### src/rtl/score_display.sv
// Binary-to-BCD score display: sequential double-dabble conversion into a
// display register, decoded onto active-low 7-segment cathodes per scanned anode.
module score_display #(
  parameter int unsigned nSeg     = 8,
  parameter int unsigned VAL_W    = 16,
  parameter int unsigned NDIG     = 5,
  parameter bit          BLANK_LZ = 1'b1
) (
  input  logic             clk,
  input  logic             rst,
  input  logic [VAL_W-1:0] value,
  input  logic             load,
  output logic             busy,
  output logic             done,
  input  logic [nSeg-1:0]  AN,
  output logic [6:0]       SEG,
  output logic             DP
);

  localparam int unsigned BCD_W = 4 * NDIG;
  localparam int unsigned CNT_W = $clog2(VAL_W + 1);

  typedef enum logic [1:0] {IDLE, CONV, COMMIT} state_t;

  state_t             state_q, state_d;
  logic [VAL_W-1:0]   shift_q, shift_d;
  logic [BCD_W-1:0]   bcd_q, bcd_d, bcd_adj;
  logic [CNT_W-1:0]   cnt_q, cnt_d;
  logic [BCD_W-1:0]   disp_q, disp_d;
  logic               busy_d, done_d;

  // State and datapath registers
  always_ff @(posedge clk or negedge rst) begin
    if (!rst) begin
      state_q <= IDLE;
      shift_q <= '0;
      bcd_q   <= '0;
      cnt_q   <= '0;
      disp_q  <= '0;
      busy    <= 1'b0;
      done    <= 1'b0;
    end else begin
      state_q <= state_d;
      shift_q <= shift_d;
      bcd_q   <= bcd_d;
      cnt_q   <= cnt_d;
      disp_q  <= disp_d;
      busy    <= busy_d;
      done    <= done_d;
    end
  end

  // Next-state and double-dabble step
  always_comb begin
    state_d = state_q;
    shift_d = shift_q;
    bcd_d   = bcd_q;
    cnt_d   = cnt_q;
    disp_d  = disp_q;
    bcd_adj = bcd_q;
    for (int unsigned i = 0; i < NDIG; i++) begin
      if (bcd_q[4*i +: 4] >= 4'd5) bcd_adj[4*i +: 4] = bcd_q[4*i +: 4] + 4'd3;
    end
    case (state_q)
      IDLE: begin
        if (load) begin
          shift_d = value;
          bcd_d   = '0;
          cnt_d   = CNT_W'(VAL_W);
          state_d = CONV;
        end
      end
      CONV: begin
        {bcd_d, shift_d} = {bcd_adj[BCD_W-2:0], shift_q, 1'b0};
        cnt_d = cnt_q - CNT_W'(1);
        if (cnt_q == CNT_W'(1)) state_d = COMMIT;
      end
      COMMIT: begin
        disp_d  = bcd_q;
        state_d = IDLE;
      end
      default: state_d = IDLE;
    endcase
    busy_d = (state_d != IDLE);
    done_d = (state_d == COMMIT);
  end

  function automatic logic [6:0] glyph(input logic [3:0] d);
    case (d)
      4'd0:    glyph = 7'b1000000;
      4'd1:    glyph = 7'b1111001;
      4'd2:    glyph = 7'b0100100;
      4'd3:    glyph = 7'b0110000;
      4'd4:    glyph = 7'b0011001;
      4'd5:    glyph = 7'b0010010;
      4'd6:    glyph = 7'b0000010;
      4'd7:    glyph = 7'b1111000;
      4'd8:    glyph = 7'b0000000;
      4'd9:    glyph = 7'b0010000;
      default: glyph = 7'b1111111;
    endcase
  endfunction

  logic [nSeg-1:0] an_low;
  logic            sel_ok;
  logic [NDIG-1:0] zero_above;

  // Digit select: only a single low anode inside the converted range lights
  always_comb begin
    an_low = ~AN;
    sel_ok = (an_low != '0) && ((an_low & (an_low - nSeg'(1))) == '0);
    SEG    = 7'b1111111;
    for (int unsigned i = 0; i < NDIG; i++) begin
      zero_above[i] = ((disp_q >> (4*i)) == '0);
    end
    for (int unsigned i = 0; i < NDIG; i++) begin
      if (sel_ok && an_low[i]) begin
        if (BLANK_LZ && (i != 0) && zero_above[i]) SEG = 7'b1111111;
        else                                        SEG = glyph(disp_q[4*i +: 4]);
      end
    end
  end

  assign DP = 1'b1;

endmodule

### config.mk
export PLATFORM = sky130hd
export DESIGN_NAME = score_display
export DESIGN_NICKNAME = d
export VERILOG_FILES = /design/src/rtl/score_display.sv
export SDC_FILE = /design/constraint.sdc
export NUM_CORES = 1
export LEC_CHECK = 0
export BUFFER_PORTS_ARGS = -buffer_cell sky130_fd_sc_hd__buf_4
export CAP_MARGIN = 20
export CORE_MARGIN = 2
export CORE_UTILIZATION = 55
export CTS_CLUSTER_SIZE = 40
export DETAILED_ROUTE_END_ITERATION = 8
export MAX_ROUTING_LAYER = met4
export PLACE_DENSITY = 0.75
export SYNTH_ARGS = -nofsm -noshare
export SYNTH_HDL_FRONTEND = slang
export SYNTH_SLANG_ARGS = --single-unit
### constraint.sdc
create_clock -name clk -period 5.65 [get_ports clk]
set_input_delay 0.565 -clock clk [delete_from_list [all_inputs] [get_ports clk]]
set_output_delay 0.565 -clock clk [all_outputs]
set_load 0.02 [all_outputs]
==> impl_metrics.yaml <==
outcome:
  outcome: "completed"
synth:
  yosysMostFrequentCell: "dfrtp_1"
  ys_ff_latch: 65
  syn_inst: 513
  yosys-top-cells-area: "dfrtp_1 36%, ha_1 10%, o21ai_0 6.3%"
  synth_area_per_cell_sq_um: 8.763
  synthArstFlopShare: 1.000
  synth_area_sq_um: 4496
  seq_area_frac_synth: 0.3618
  synth_warnings: 0
  yosysTopAreaCellShare: 0.3618
  synth_nets: 577
  synthFlopType: "dfrtp_1"
  ys_top_cells_by_count: "65 x dfrtp_1, 57 x o21ai_0, 45 x a21oi_1"
  synth.largest_area_cell: "dfrtp_1"
  ys_types: 59
  synth_edf_count: 0
worst_setup_path:
  crit_arrival_ns: 2.42
  max_stage_delay_ns: 0.42
  crit_slowest_cell: "dfrtp_1"
  crit_path_start_kind: "flop"
  crit_chain: "inv_1 -> ha_1 -> and3_1 -> nand4_1 -> nand2_1 -> o221ai_1 -> a32oi_1 -> buf_4"
  cp-end-kind: "primary output"
  critPathBufInv: 2
  cp_max_fo: 8
  required_ns: 5.09
  cpLargestDelayFamily: "simple AND/OR/NAND/NOR gates"
  critical_path_class: "flop to primary output"
timing:
  finalSetupTns_ns: 0
  period_share: 0.5279
  hold_viol: 0
  finalClockSkew_ns: 0.006390
  period_needed_ns: 2.982
  setup_slack_ns: 2.668
  finalSetupViolations: 0
  slew_headroom: 0.4316
  whs_ns: 0.3062
  drv_slew: 0
  rsz0062_at_grt: "no"
  max_slew.worst_pin.slew_ns: 0.8509
  fmax_ghz: 0.3353
cts:
  cts_max_path_buffers: 2
  post_cts_resized: 0
  cts_tree: "done"
  clk_latency_ns: 0.34
  cts_setup_buffers: 0
  htreeDepth: 3
  clk_pin_slew_ns: 0.06
  cts_hold_buf: 0
  clock-sinks: 65
  cts-root-buf: "clkbuf_8"
  cts_inserted_buffers: 9
min_path:
  hp-class: "input pin to asynchronous set/reset pin"
job:
  max_cap_violations: 0
die:
  dieArea_sq_um: 8913
  core_area_sq_um: 7807
  die_w_microns: 94.41
  rows: 32
  ios: 37
  fp.dieH_microns: 94.41
  start_util: 0.5758
place:
  dp_slack_ns: 3.063
  place.gp.congestion: 0.9269
  hpwl_mm: 6.988
  placed_cell_area_sq_um: 4748
  io_buffers: 35
grt:
  grt_pass1_vias: 3544
  grt_pass1_wl_mm: 16.83
  antenna_found_initial: 0
  track_usage: 0.2427
  grt_max_degree: 66
  grt-ovfl-total: 0
pwr:
  peakVddDrop_mv: 0.2573
  p_int_uw: 1374
  p_sw_uw: 995.2
  cellLeakagePower_uw: 0.002135
  p_per_area_nw_per_um2: 476.6
  p_clk_frac: 0.176
  seq_power_share: 0.360
  total_power_uw: 2369
  p_sw_frac: 0.4201
  p_comb_frac: 0.464
finish:
  final_layout_size_suffix_gt1_frac: 0.1295
  multi_input_area_sq_um: 2604
  nets: 593
  antenna_cells: 0
  seq_area_sq_um: 1627
  syn_to_final_growth_pct: 10.55
  design_area_sq_um: 4970
  nFillCells: 673
detailed_routing:
  ant_nets: 0
  drt_iter0_markers: 174
  wl_mm: 9.759
  dr.pass1.iters: 5
  routedWlPerCell_microns: 15.37
  drc: 0
  drt-vias-per-instance: 5.890
  num_vias: 3740
worst paths after layout:
check	start	to	slack, ns	cells past startpoint
max	disp_q[17]	SEG[3]	2.67	8
min	rst	busy	0.31	1
max reg2reg	state_q[0]	cnt_q[3]	3.46	4
min reg2reg	shift_q[0]	shift_q[0]	0.49	2
max in group asynchronous	rst	bcd_q[16]	4.82	1
min in group clk	shift_q[0]	shift_q[0]	0.49	2
logic make-up (layout without fill, tap and decap cells):
| family | count (synthesis) | in the layout | share of synthesized area |
|---|---|---|---|
| XOR/XNOR | 11 | 11 | 0.02143 |
| adder cells (fa/ha/maj) | 37 | 37 | 0.1030 |
| flip-flops | 65 | 65 | 0.3618 |
| multiplexers | 13 | 13 | 0.03145 |
| other | 1 | 1 | 0.0008342 |
| AO/OA/AOI/OAI | 179 | 179 | 0.2508 |
| buffers and inverters | 63 | 83 | 0.05956 |
| AND/OR/NAND/NOR | 144 | 144 | 0.1712 |
registers in the layout (all words and copies together) (netlist names):
name and flops:
disp_q 20, done 1, bcd_q 20, state_q 2, cnt_q 5, busy 1
shift_q 16
through the flow:
stage                     cells  utilization
after floorplan             513            -
after global placement      619       0.6082
after detailed placement    619       0.6082
after CTS                   634       0.6356
after global routing        635       0.6365
final                       635       0.6365
per-layer routing:
metal,vias up,global-route usage,part of all wire
met3,6,0.03272,0.048
met2,103,0.3905,0.48
li1,1861,-,-
met1,1770,0.3185,0.46
met5,-,-,0
met4,0,0.08333,0.0080
worst register-to-register path, delay by kind of cell, from the launching register on:
| family | cells | cell delay, ns |
|---|---|---|
| compound gates | 1 | 0.09 |
| flops | 1 | 0.71 |
| simple gates | 3 | 1.27 |
power groups by stage:
stage	registers [uW]	clock network [uW]	logic, uW
after global routing	888	442	1260
final	852	417	1100
after global placement	848	0	1060
after CTS	850	424	1100
after floorplan	758	0	924
after detailed placement	857	0	1090
area by class of cell:
class	count	area share
repair buffers	38	0.05740
inverters	30	0.02266
clock buffers	13	0.03600
multi-input cells	385	0.5239
flip-flops and latches	65	0.3273
clock inverters	2	0.007049
well taps	102	0.02568
layout by cell type, fill, tap and decap left out, types with 4 or more instances in the layout:
cell type and count:
nor2b_1 29, o22ai_1 10, a32oi_1 4, nand4_1 4, nor2_1 28, a21oi_1 45, mux2i_1 4, o21ai_0 57
ha_1 37, nand3_1 7, nand2_1 36, dfrtp_1 65, xor2_1 4, nand3b_1 4, xnor2_1 7, nor3b_1 5
a22oi_1 16, buf_4 38, nand2b_1 13, inv_1 29, a32o_1 5, clkbuf_8 13, o31ai_1 11, mux2_2 9
No activity file was read; power rests on OpenSTA's default activity.
